### config.mk
export PLATFORM = sky130hd
export DESIGN_NAME = mux_rr_arbiter
export DESIGN_NICKNAME = d
export VERILOG_FILES = /design/src/rtl/mux_rr_arbiter_pkg.sv /design/src/rtl/mux_rr_arbiter_rr_pick.sv /design/src/rtl/mux_rr_arbiter.sv
export SDC_FILE = /design/constraint.sdc
export NUM_CORES = 1
export LEC_CHECK = 0
export BUFFER_PORTS_ARGS = -buffer_cell sky130_fd_sc_hd__buf_2
export CORE_AREA = 2 2 73 75
export DETAILED_ROUTE_END_ITERATION = 10
export DIE_AREA = 0 0 75 77
export PLACE_DENSITY = 0.71
export SYNTH_ARGS = -nofsm -noshare
export SYNTH_HDL_FRONTEND = slang
export SYNTH_SLANG_ARGS = --single-unit
export TNS_END_PERCENT = 50
### constraint.sdc
create_clock -name i_clock -period 7.51 [get_ports i_clock]
set_clock_uncertainty 0.1 [all_clocks]
set_input_delay 0 -clock i_clock [delete_from_list [all_inputs] [get_ports i_clock]]
set_output_delay 0 -clock i_clock [all_outputs]
set_load 0.005 [all_outputs]
### src/rtl/mux_rr_arbiter_pkg.sv
// Shared definitions for the round-robin mux arbiter: FSM state encoding,
// default parameter values and a constant-foldable ceil(log2) helper.
package mux_rr_arbiter_pkg;

    typedef enum logic {
        ARB_IDLE = 1'b0,
        ARB_BUSY = 1'b1
    } arb_state_t;

    localparam int ARB_N_DEF        = 4;
    localparam int ARB_WIDTH_DEF    = 16;
    localparam int ARB_MAX_HOLD_DEF = 4;

    // ceil(log2(value)); clog2(1) returns 0.
    function automatic int clog2(input int value);
        int r;
        int v;
        r = 0;
        v = value - 1;
        while (v > 0) begin
            r = r + 1;
            v = v >> 1;
        end
        return r;
    endfunction

endpackage

### src/rtl/mux_rr_arbiter_rr_pick.sv
// Round-robin picker: first set bit of i_mask searching i_last+1, i_last+2, ...
// modulo N. Rotates the mask so the search start lands on bit 0, priority
// encodes the lowest set bit, then rotates the index back. N must be 2**SEL_W
// so the index arithmetic wraps naturally.
module mux_rr_arbiter_rr_pick
    import mux_rr_arbiter_pkg::*;
#(
    parameter int N     = ARB_N_DEF,
    parameter int SEL_W = 2
) (
    input  logic [N-1:0]     i_mask,
    input  logic [SEL_W-1:0] i_last,
    output logic [SEL_W-1:0] o_idx,
    output logic             o_any
);

    logic [SEL_W-1:0] w_start;
    logic [N-1:0]     w_rot;
    logic [SEL_W-1:0] w_enc;

    assign w_start = i_last + SEL_W'(1);

    // Rotate so that bit 0 of w_rot is the requester right after i_last.
    always_comb begin
        w_rot = '0;
        for (int i = 0; i < N; i++) begin
            w_rot[i] = i_mask[w_start + SEL_W'(i)];
        end
    end

    // Priority encode: lowest set bit of the rotated mask wins.
    always_comb begin
        w_enc = '0;
        for (int i = N - 1; i >= 0; i--) begin
            if (w_rot[i]) begin
                w_enc = SEL_W'(i);
            end
        end
    end

    assign o_idx = w_start + w_enc;
    assign o_any = |i_mask;

endmodule

### src/rtl/mux_rr_arbiter.sv
// Round-robin arbiter in front of an N-way word mux. Grant, select, state,
// last-served index and the burst beat counter are registered; only the
// valid flag and the muxed data word are combinational.
module mux_rr_arbiter
    import mux_rr_arbiter_pkg::*;
#(
    parameter int N        = ARB_N_DEF,
    parameter int WIDTH    = ARB_WIDTH_DEF,
    parameter int MAX_HOLD = ARB_MAX_HOLD_DEF
) (
    input  logic                     i_clock,
    input  logic                     i_reset_n,
    input  logic [N-1:0]             i_req,
    input  logic [N*WIDTH-1:0]       i_data_in,
    input  logic                     i_out_ready,
    output logic [N-1:0]             o_grant,
    output logic [clog2(N)-1:0]      o_sel,
    output logic                     o_out_valid,
    output logic [WIDTH-1:0]         o_out_data
);

    localparam int SEL_W = clog2(N);
    localparam int CNT_W = clog2(MAX_HOLD) + 1;
    localparam logic [CNT_W-1:0] CNT_LAST = CNT_W'(MAX_HOLD - 1);

    arb_state_t       r_state;
    logic [N-1:0]     r_grant;
    logic [SEL_W-1:0] r_sel;
    logic [SEL_W-1:0] r_last;
    logic [CNT_W-1:0] r_beat_cnt;

    arb_state_t       w_state_nxt;
    logic [N-1:0]     w_grant_nxt;
    logic [SEL_W-1:0] w_sel_nxt;
    logic [SEL_W-1:0] w_last_nxt;
    logic [CNT_W-1:0] w_cnt_nxt;

    logic             w_accept;
    logic [N-1:0]     w_others;
    logic             w_release;
    logic [N-1:0]     w_pick_mask;
    logic [SEL_W-1:0] w_pick_last;
    logic [SEL_W-1:0] w_pick_idx;
    logic             w_pick_any;
    logic [N-1:0]     w_pick_onehot;

    assign o_out_valid = (r_state == ARB_BUSY) & i_req[r_sel];
    assign w_accept    = o_out_valid & i_out_ready;
    assign w_others    = i_req & ~r_grant;
    assign w_release   = ~i_req[r_sel]
                       | (w_accept & (r_beat_cnt == CNT_LAST) & (|w_others));

    // In BUSY the current holder is masked out and the search starts after it,
    // which makes a hand-over bubble-free; in IDLE the last served index is used.
    assign w_pick_mask   = (r_state == ARB_BUSY) ? w_others : i_req;
    assign w_pick_last   = (r_state == ARB_BUSY) ? r_sel    : r_last;
    assign w_pick_onehot = N'(1) << w_pick_idx;

    mux_rr_arbiter_rr_pick #(
        .N     (N),
        .SEL_W (SEL_W)
    ) u_rr_pick (
        .i_mask (w_pick_mask),
        .i_last (w_pick_last),
        .o_idx  (w_pick_idx),
        .o_any  (w_pick_any)
    );

    // State register: all flops clear asynchronously; last=N-1 so requester 0 wins first.
    always_ff @(posedge i_clock or negedge i_reset_n) begin
        if (!i_reset_n) begin
            r_state    <= ARB_IDLE;
            r_grant    <= '0;
            r_sel      <= '0;
            r_last     <= SEL_W'(N - 1);
            r_beat_cnt <= '0;
        end else begin
            r_state    <= w_state_nxt;
            r_grant    <= w_grant_nxt;
            r_sel      <= w_sel_nxt;
            r_last     <= w_last_nxt;
            r_beat_cnt <= w_cnt_nxt;
        end
    end

    // Next-state logic: grant on any request, release on drop or exhausted burst.
    always_comb begin
        w_state_nxt = r_state;
        w_grant_nxt = r_grant;
        w_sel_nxt   = r_sel;
        w_last_nxt  = r_last;
        w_cnt_nxt   = r_beat_cnt;
        case (r_state)
            ARB_IDLE: begin
                if (w_pick_any) begin
                    w_state_nxt = ARB_BUSY;
                    w_grant_nxt = w_pick_onehot;
                    w_sel_nxt   = w_pick_idx;
                    w_cnt_nxt   = '0;
                end
            end
            ARB_BUSY: begin
                if (w_release) begin
                    w_last_nxt = r_sel;
                    w_cnt_nxt  = '0;
                    if (w_pick_any) begin
                        w_grant_nxt = w_pick_onehot;
                        w_sel_nxt   = w_pick_idx;
                    end else begin
                        w_state_nxt = ARB_IDLE;
                        w_grant_nxt = '0;
                    end
                end else if (w_accept) begin
                    // With nobody waiting the counter wraps and the grant is kept.
                    w_cnt_nxt = (r_beat_cnt == CNT_LAST) ? '0 : r_beat_cnt + CNT_W'(1);
                end
            end
            default: begin
                w_state_nxt = ARB_IDLE;
                w_grant_nxt = '0;
            end
        endcase
    end

    // Output mux: word selected by the registered select.
    always_comb begin
        o_out_data = '0;
        for (int i = 0; i < N; i++) begin
            if (r_sel == SEL_W'(i)) begin
                o_out_data = i_data_in[i*WIDTH +: WIDTH];
            end
        end
    end

    assign o_grant = r_grant;
    assign o_sel   = r_sel;

endmodule

==> summary.txt <==
P&R area growth vs syn: 39.6%
Dpl hpwl: 3.41 mm
Yosys reg bits: 12
Clk sinks: 12
Crit-path max FO: 23
Startpoint types: register
DR pass1 iterations: 4
Final cycle utilization of the critical path: 0.446
Leak Pwr: 0.919 nW
Sequential share of the synthesized area: 0.206
Drc violations: 0
Clk Tree Root Cell: clkbuf_8
Nets: 297
Antenna Cells: 0
Net Sw Frac: 0.443
Internal: 0.425 mW
Post-synth EDFFs: 0
Drt initial violations: 52
Num rows: 26
Die Area: 0.00578 mm2
Top post-synthesis cells by area: mux4_2, dfrtp_1, a2111oi_4, dfstp_2, o21ai_0
TNS Setup: 0 ps
Core ar.: 0.00498 mm2
Clock buffer count from CTS: 3
Syn avg cell area: 11.3 um2
Die Y: 77 um
Final setup fails: 0
Routed length per instance: 14.7 um
Worst min-delay path class: primary input to async pin
Layout cells sized above 1: 0.605
Maximum clock rate: 0.298 GHz
Dpl cells: 287
Worst slew margin: 0.383
Area of the multi-input gates: 0.00109 mm2
Vias in the first global route: 1450
Yosys warns: 0
Hold_buf cts: 2
Final Non-Filler Cells: 293
Mapped Cells: 130
Logic gate share of total power: 0.715
Distinct cells, synth: 47
Most common cell after layout, fill and taps aside: buf_2
Fraction of registers with async set/reset: 1.00
Grt ovf: 0
Most frequent cells in the layout: buf_2, mux4_2, o21ai_0, dfrtp_1, nand3_1
Final hold vios: 0
CP arrival: 3440 ps
Clock power frac: 0.097
Reg area: 303 um2
Clock slew at reported path FFs: 60 ps
Cell Area, Synth: 0.00147 mm2
Avg Vias per Cell: 5.33
I/O pins: 94
WS Path Type: register to register
Vias: 1561
Pins over their slew limit: 0
CP Capture Type: register
First-pass GRT wire length: 6.51 mm
NetSw: 0.338 mW
Maxcap violations: 0
Clock tree buffer depth: 2
Yosys top cell by area: mux4_2
Final core occ: 0.412
Post-Syn Nets: 203
Reg power frac: 0.188
RSZ-0062 raised after global routing: false
Final Critical Period: 3350 ps
Status: completed
Post-cts sizing count: 0
Synth Flop Type: dfrtp_1
Post-route ant nets: 0
Post-Route WL: 4.31 mm
Worst-margin pin slew: 925 ps
Synth top area share: 0.246
Worst path max stage delay: 950 ps
Worst path cell trace: mux2i_2 > o21ai_0 > o21ai_0 > a211oi_1 > a21oi_1 > ha_1 > nand2b_1 > mux2_4 > a211oi_1 > o211ai_1 > nand3_1
GP Congestion: 0.818
Clock Latency Late Sink: 250 ps
CTS tree: yes
Peak supply drop: 200 uV
Fill cells: 511
Antenna violations before repair: 0
Pin count of the biggest net entering global routing: 24
Worst path slowest cell: dfrtp_1
GRT Util Overall: 0.142
Port bufs: 93
Initial Util: 0.295
Die W: 75 um
Setup bufs post-CTS: 0
H-tree Lvls: 1
P per Cell Area: 372 mW/mm2
Worst Path Required: 7590 ps
-- routing by layer --
metal / routed length [um] / global-route usage
met1: 1650 / 0.162
met2: 2120 / 0.254
met3: 452 / 0.0210
met4: 87 / 0.0571
met5: 0 / 0
-- stage by stage --
stage	area, um2	power (mW)	hold WS, ps	worst slack [ps]
2_1_floorplan	1470	0.547	-396	4960
3_3_place_gp	1970	0.675	-203	4250
3_5_place_dp	1970	0.684	-202	4210
4_1_cts	2050	0.765	59.0	4170
5_1_grt	2050	0.828	101	3860
6_report	2050	0.763	57.3	4160
-- critical path: cells and delay by family, from the launching register on --
| kind | cells | cell delay, ps |
|---|---|---|
| mux | 2 | 620 |
| compound gates | 6 | 1120 |
| simple gates | 2 | 290 |
| flops | 1 | 950 |
| fa+ha+maj | 1 | 220 |
-- area by class of cell --
| type | count | share of cell area |
|---|---|---|
| Clock buffer | 4 | 0.0269 |
| Inverter | 5 | 0.00916 |
| Multi-Input combinational cell | 106 | 0.533 |
| Sequential cell | 12 | 0.148 |
| Tap cell | 70 | 0.0428 |
| Timing Repair Buffer | 96 | 0.241 |
-- kinds of logic (layout without fill, tap and decap cells) --
family	count (synthesis)	in the layout	synth area share
AOI/OAI and AO/OA	45	45	0.253
and+or+nand+nor	32	32	0.130
muxes	25	25	0.331
DFF	12	12	0.206
buffers and inverters	12	105	0.0503
adders and majority gates	2	2	0.0170
xor gates and xnor gates	2	2	0.0119
-- cells in the mapped netlist (2+ instances only) --
master     instances
mux4_2            16
dfrtp_1           10
o21ai_0           10
nand3_1            6
a21oi_1            5
nand4_1            5
o211ai_1           5
a21bo_2            4
inv_1              4
nand2_1            4
nor2_1             4
nor2b_1            4
a211oi_1           3
buf_6              3
mux2_2             3
a2111oi_4          2
a21boi_0           2
a21boi_1           2
and4_1             2
buf_2              2
dfstp_2            2
ha_1               2
mux2_4             2
nand2b_1           2
o2111ai_1          2
o21a_1             2
xnor2_1            2
-- path summary, 6_finish.rpt --
path / cells after the start / from / endpoint / slack [ps]
max reg2reg: 11 / o_sel[1] / o_grant[3] / 4160
max in group asynchronous: 2 / i_reset_n / r_last[0] / 6970
min in group i_clock: 3 / i_data_in[63] / o_out_data[15] / 270
max: 11 / o_sel[1] / o_grant[3] / 4160
min reg2reg: 1 / r_beat_cnt[2] / r_beat_cnt[2] / 390
min: 2 / i_reset_n / o_grant[1] / 60
-- registers in the layout (all words and copies together), names as in the netlist --
signal / cells
o_grant: 4
r_beat_cnt: 3
o_sel: 2
r_last: 2
r_state: 1
-- power by group through the flow --
stage	combinational (mW)	sequential [mW]	clock [mW]
floorplan	0.427	0.120	0
global placement	0.530	0.145	0
detailed placement	0.539	0.145	0
CTS	0.545	0.144	0.0751
global route	0.600	0.150	0.0778
finish	0.545	0.144	0.0741
Power figures use the tool's default switching activity.
